===== config.mk =====
export PLATFORM = sky130hd
export DESIGN_NAME = fifo_lane_8bits
export DESIGN_NICKNAME = d
export VERILOG_FILES = /design/src/rtl/fifo_lane_8bits.sv
export SDC_FILE = /design/constraint.sdc
export NUM_CORES = 1
export LEC_CHECK = 0
export ABC_AREA = 1
export CORE_MARGIN = 4
export CORE_UTILIZATION = 60
export DETAILED_ROUTE_END_ITERATION = 6
export DONT_BUFFER_PORTS = 1
export PLACE_DENSITY = 0.8
export SLEW_MARGIN = 20
export SYNTH_ARGS = -nofsm -noshare
export SYNTH_HDL_FRONTEND = slang
export SYNTH_SLANG_ARGS = --single-unit

===== constraint.sdc =====
create_clock -name clk -period 3.6 [get_ports clk]
set_clock_uncertainty 0.2 [all_clocks]
set_input_delay 0.72 -clock clk [delete_from_list [all_inputs] [get_ports clk]]
set_output_delay 0.72 -clock clk [all_outputs]
set_load 0.01 [all_outputs]

===== src/rtl/fifo_lane_8bits.sv =====
// Synchronous 4-deep FIFO buffering one output lane of the 1x2 byte demux.
// Optional FIFO_DROP_COUNT_EN builds a saturating counter of dropped pushes.
module fifo_lane_8bits #(
    parameter int unsigned DATA_WIDTH = 8,
    parameter int unsigned ADDR_WIDTH = 2,
    parameter int unsigned AF_THRESH  = 3,
    parameter int unsigned AE_THRESH  = 1
) (
    input  logic                  clk,
    input  logic                  reset,
    input  logic                  push,
    input  logic [DATA_WIDTH-1:0] data_in,
    input  logic                  pop,
    output logic [DATA_WIDTH-1:0] data_out,
    output logic                  valid_out,
    output logic                  full,
    output logic                  empty,
    output logic                  almost_full,
    output logic                  almost_empty,
    output logic                  overflow_err,
    output logic                  underflow_err,
    output logic [7:0]            drop_count
);

    localparam int unsigned DEPTH = 2 ** ADDR_WIDTH;
    localparam int unsigned CW    = ADDR_WIDTH + 1;

    logic [DATA_WIDTH-1:0] mem_q [DEPTH];

    logic [ADDR_WIDTH-1:0] wr_ptr_q, wr_ptr_d;
    logic [ADDR_WIDTH-1:0] rd_ptr_q, rd_ptr_d;
    logic [CW-1:0]         count_q, count_d;
    logic [DATA_WIDTH-1:0] data_out_q, data_out_d;
    logic                  valid_out_q, valid_out_d;
    logic                  full_q, full_d;
    logic                  empty_q, empty_d;
    logic                  almost_full_q, almost_full_d;
    logic                  almost_empty_q, almost_empty_d;
    logic                  overflow_q, overflow_d;
    logic                  underflow_q, underflow_d;
    logic                  pop_ok;
    logic                  wr_ok;

    // Access decode and next-state; flags are recomputed from the next count
    // so their registered copies always match the registered count.
    always_comb begin
        wr_ptr_d       = wr_ptr_q;
        rd_ptr_d       = rd_ptr_q;
        data_out_d     = data_out_q;
        valid_out_d    = 1'b0;
        overflow_d     = overflow_q;
        underflow_d    = underflow_q;

        pop_ok = pop && !empty_q;
        wr_ok  = push && (!full_q || pop_ok);

        if (wr_ok) begin
            wr_ptr_d = wr_ptr_q + ADDR_WIDTH'(1);
        end
        if (pop_ok) begin
            rd_ptr_d    = rd_ptr_q + ADDR_WIDTH'(1);
            data_out_d  = mem_q[rd_ptr_q];
            valid_out_d = 1'b1;
        end
        if (push && !wr_ok) begin
            overflow_d = 1'b1;
        end
        if (pop && !pop_ok) begin
            underflow_d = 1'b1;
        end

        count_d        = count_q + CW'(wr_ok) - CW'(pop_ok);
        full_d         = (count_d == CW'(DEPTH));
        empty_d        = (count_d == '0);
        almost_full_d  = (count_d >= CW'(AF_THRESH));
        almost_empty_d = (count_d <= CW'(AE_THRESH));
    end

    always_ff @(posedge clk or posedge reset) begin
        if (reset) begin
            wr_ptr_q       <= '0;
            rd_ptr_q       <= '0;
            count_q        <= '0;
            data_out_q     <= '0;
            valid_out_q    <= 1'b0;
            full_q         <= 1'b0;
            empty_q        <= 1'b1;
            almost_full_q  <= 1'b0;
            almost_empty_q <= 1'b1;
            overflow_q     <= 1'b0;
            underflow_q    <= 1'b0;
        end else begin
            wr_ptr_q       <= wr_ptr_d;
            rd_ptr_q       <= rd_ptr_d;
            count_q        <= count_d;
            data_out_q     <= data_out_d;
            valid_out_q    <= valid_out_d;
            full_q         <= full_d;
            empty_q        <= empty_d;
            almost_full_q  <= almost_full_d;
            almost_empty_q <= almost_empty_d;
            overflow_q     <= overflow_d;
            underflow_q    <= underflow_d;
        end
    end

    // Storage is deliberately left out of reset.
    always_ff @(posedge clk) begin
        if (wr_ok) begin
            mem_q[wr_ptr_q] <= data_in;
        end
    end

`ifdef FIFO_DROP_COUNT_EN
    logic [7:0] drop_q, drop_d;

    always_comb begin
        drop_d = drop_q;
        if (push && !wr_ok && (drop_q != 8'hFF)) begin
            drop_d = drop_q + 8'd1;
        end
    end

    always_ff @(posedge clk or posedge reset) begin
        if (reset) begin
            drop_q <= '0;
        end else begin
            drop_q <= drop_d;
        end
    end

    assign drop_count = drop_q;
`else
    assign drop_count = 8'h00;
`endif

    assign data_out      = data_out_q;
    assign valid_out     = valid_out_q;
    assign full          = full_q;
    assign empty         = empty_q;
    assign almost_full   = almost_full_q;
    assign almost_empty  = almost_empty_q;
    assign overflow_err  = overflow_q;
    assign underflow_err = underflow_q;

endmodule


# Word-level counts from Yosys, hierarchy flattened
# Memories as Yosys holds them, arrays and structs flattened. A register that Yosys moved wholly into a read port is not among the register bits.
# Index checks and enable logic that the tools add are counted.
[op_classes]
n_addsub = 4
n_lt_le_gt_ge = 2
n_eq_ne = 1
muxes = 3
reduce_logical = 10
[op_table]
columns = ["operator", "count"]
rows = [
  ["$add 2x1->2 const B", 2],
  ["$logic_and 1x1->1", 4],
  ["$logic_not 1->1", 4],
  ["$add 3x1->3", 1],
  ["$eq 3x3->1 const B", 1],
  ["$ge 3x2->1 const B", 1],
  ["$le 3x1->1 const B", 1],
  ["$logic_not 3->1", 1],
  ["$mux 1", 3],
  ["$sub 3x1->3", 1],
  ["$logic_or 1x1->1", 1],
]
[word_totals]
register_bits = 14
ramBits = 32
in_bits = 12
elab_cells = 31
memories = 1
[mem_list]
columns = ["memory", "depth", "word_bits", "rd", "rd_clocked_by_memory_dff", "write_ports", "line_no", "text"]
rows = [
  ["mem_q", 4, 8, 1, 1, 1, "28", "logic [DATA_WIDTH-1:0] mem_q [DEPTH];"],
]

# Depth between registers and ports, before layout
[logic_depth]
word_depth = 7
mapped_depth = 13
depth_no_buf = 13

# Worst setup path before layout
# No wires, ideal clock.
[synth_path]
path_kind = "input -> register"
startpoint = "in pop"
endpoint = "reg full_q, in the netlist full"
setup_ps = 116
arrival_ps = 2198
required_time_ps = 3284
path_slack_ps = 1086
path_stages = 9
path_cell_list = "nand2_2 -> clkinv_1 -> ha_1 -> inv_1 -> ha_1 -> fa_1 -> inv_1 -> nand2_1 -> nor2_1"
[synth_between]
elab_chain_cells = 6
[synth_rtl]
columns = ["item", "line_no", "text"]
rows = [
  ["from (decl)", "13", "input logic pop,"],
  ["$logic_and 1x1->1 (*)", "54", "pop_ok = pop && !empty_q;"],
  ["named net pop_ok", "41", "logic pop_ok;"],
  ["$logic_or 1x1->1", "55", "wr_ok = push && (!full_q || pop_ok);"],
  ["$logic_and 1x1->1", "55", ""],
  ["$add 3x1->3", "72", "count_d = count_q + CW'(wr_ok) - CW'(pop_ok);"],
  ["$sub 3x1->3 (*)", "72", ""],
  ["named net count_d[1]", "32", "logic [CW-1:0] count_q, count_d;"],
  ["$eq 3x3->1 (*)", "73", "full_d = (count_d == CW'(DEPTH));"],
  ["named net full_d", "35", "logic full_q, full_d;"],
  ["to (signal assigned)", "98", "full_q <= full_d;"],
  ["to (decl)", "35", ""],
]
# The timed path passes the listed nets; every way through them passes the cells marked *.
# A chain may end at the register's enable or synchronous reset.

# Worst setup path in the final report
[layout_path]
startpoint = "reg empty_q, in the netlist empty"
endpoint = "reg full_q, in the netlist full"
[layout_between]
elab_chain_cells = 7
[layout_rtl]
columns = ["item", "line_no", "text"]
rows = [
  ["from (decl)", "36", "logic empty_q, empty_d;"],
  ["from (signal assigned)", "99", "empty_q <= empty_d;"],
  ["$logic_not 1->1 (*)", "54", ""],
  ["$logic_and 1x1->1 (*)", "54", ""],
  ["named net pop_ok", "41", ""],
  ["$logic_or 1x1->1", "55", ""],
  ["$logic_and 1x1->1", "55", ""],
  ["$add 3x1->3", "72", ""],
  ["$sub 3x1->3 (*)", "72", ""],
  ["named net count_d[1]", "32", ""],
  ["$eq 3x3->1 (*)", "73", ""],
  ["named net full_d", "35", ""],
]
# Marked as above.

==> impl_metrics.ini <==
[synthesis]
synth-seq-cells = 54
synthArstFlopShare = 0.407
ys_types = 23
yosys.area.top_type = edfxtp_1
synth_area_per_cell_um2 = 10.3
synthCells = 233
ys.flop_type = edfxtp_1
syn_area_um2 = 2410
synth_top_area_frac = 0.399
synth_edf_count = 32
synth_area_leaders = edfxtp_1 40%, dfrtp_1 21%, nand2_1 10%, inv_1 7.6%, nand3_1 3.7%
seq_area_frac_synth = 0.629
yosysWarnings = 0

[drt]
drcViolationCount = 0
wl_per_cell_um = 14.1
dr.pass1.iters = 4
antenna_left = 0
routed_wl_mm = 3.99
vias = 1375
vias_per_cell = 4.86
drtIter0Drc = 138

[place]
dp_hpwl_mm = 2.72
io_buffers = 0
place.gp.congestion = 0.776

[final_layout]
utilization = 0.661
layout_common_cells = 65 x nand2_1, 49 x inv_1, 32 x edfxtp_1
fin_nets = 253
seq_area_um2 = 1510
multi_input_area_um2 = 614
nFillCells = 282
diodes = 0
drive_above_1_share = 0.0936
final_common_cell = nand2_1
syn2layout_area_growth_pct = 3.48

[critical_path]
endpoint = full$_DFF_PP0_
r2r_slack_ps = 750
crit_path_end_kind = flop
cp.arrival_ps = 2880
critPathLaunchType = flop
reg2reg_depth = 10
cp.required_ps = 3630
worstReg2RegStart = empty$_DFF_PP1_
crit_start = empty$_DFF_PP1_
path_max_fanout = 13
path_class = flop to flop
r2r_end = full$_DFF_PP0_

[power]
total_power_uw = 1990
p_per_area_nw_per_um2 = 798
p_leak_uw = 0.00121
ir_drop_v = 0.000505

[clock_tree]
clock_sinks = 54
h-tree-depth = 2
cts_root_buf = clkbuf_8
cts_made_buffers = 5
post_cts_resized = 0
post_cts_buffers = 0
clockBufferDepth = 2
path_clk_slew_ps = 90
clk_latency_ps = 300
cts_hold_buf = 0
cts_tree = yes

[floorplan]
die_h_um = 71.3
die_w_um = 71.3
start_util = 0.638
fp.dieArea_um2 = 5090
num_io_pins = 35
rows = 22
core-area_um2 = 3770

[global_routing]
grt_use_total = 0.177
grt_remaining_overflow = 0
grt_pass1_wl_mm = 6.67
antenna_found_initial = 0
grt_max_degree = 23
grt_pass1_vias = 1334

[timing]
timing.slew.headroom = 0.449
hold_viol = 0
min_period_ps = 2850
finalMaxSlewViolations = 0
fmax_mhz = 351
worst_pin_slew_ps = 823
fin_tns_setup_ps = 0
min_period_over_period = 0.792
setup_viol = 0
rsz0062_at_grt = no

[outcome]
status = complete, no violations

[run]
cap_violations = 0

[worst_hold_path]
hp-class = input pin to asynchronous set/reset pin
[registers in the layout, summed over array words and instances (netlist names)]
register,flops
almost_empty,1
almost_full,1
count_q,3
data_out,8
empty,1
full,1
mem_q,32
overflow_err,1
rd_ptr_q,2
underflow_err,1
valid_out,1
wr_ptr_q,2
[cell usage after synthesis, types with 2 or more instances]
master and number:
nor2_1 7, buf_4 9, dfrtp_1 20, ha_1 6, edfxtp_1 32, buf_2 2, nand2_1 65, inv_1 49
nand2_2 10, nand3_1 18, xor2_1 2, dfstp_2 2
[layer usage]
layer  global-route usage  vias to the layer above  wire (µm)
met1                0.227                      646       1670
met2                0.278                       36       2030
met3               0.0533                        4        230
met5                    0                        -          0
met4               0.0793                        0         61
li1                     -                      689          -
[final cells by class]
cell class / instances / share of cell area
Sequential cell: 54 / 0.608
Multi-Input combinational cell: 122 / 0.247
Inverter: 51 / 0.0789
Clock buffer: 7 / 0.0306
Tap cell: 48 / 0.0241
Clock inverter: 1 / 0.0121
[metrics by stage]
step	hold WS [ps]	cell area [µm²]	std cells	setup WS, ps
floorplan	277	2430	240	1090
global placement	288	2380	275	756
detailed placement	319	2380	275	664
CTS	287	2490	283	742
global route	286	2490	283	551
finish	258	2490	283	748
[worst max-delay path, stage by stage (launching register included)]
cell,delay (ps)
dfstp_2,580
inv_1,60
nand2_2,220
clkinv_1,330
ha_1,380
inv_1,40
ha_1,190
fa_1,490
inv_1,90
nand2_1,70
nor2_1,140
[how the worst min path moves through the flow]
| stage | to | slack (ps) |
|---|---|---|
| 2_1_floorplan | count_q[0]$_DFF_PP0_ | 280 |
| 3_3_place_gp | count_q[0]$_DFF_PP0_ | 290 |
| 3_5_place_dp | count_q[0]$_DFF_PP0_ | 320 |
| 4_1_cts | underflow_err$_DFFE_PP0P_ | 290 |
| 5_1_grt | mem_q[0][5]$_DFFE_PP_ | 290 |
| 6_report | underflow_err$_DFFE_PP0P_ | 260 |
[where the power goes]
group / internal [µW] / switching (µW) / leakage [µW]
sequential: 851 / 182 / 0.000549
combinational: 194 / 370 / 0.000610
clock: 208 / 182 / 0.0000524
[kinds of logic (layout without fill, tap and decap cells)]
logic type / Yosys count / count (layout) / share of synthesized area
xor gates and xnor gates: 3 / 3 / 0.0140
other: 1 / 8 / 0.00156
adders and majority gates: 7 / 7 / 0.0395
buffers and inverters: 64 / 59 / 0.127
and+or+nand+nor: 101 / 101 / 0.180
DFF: 54 / 54 / 0.629
AOI/OAI and AO/OA: 3 / 3 / 0.00884
No activity file was read; power rests on OpenSTA's default activity.
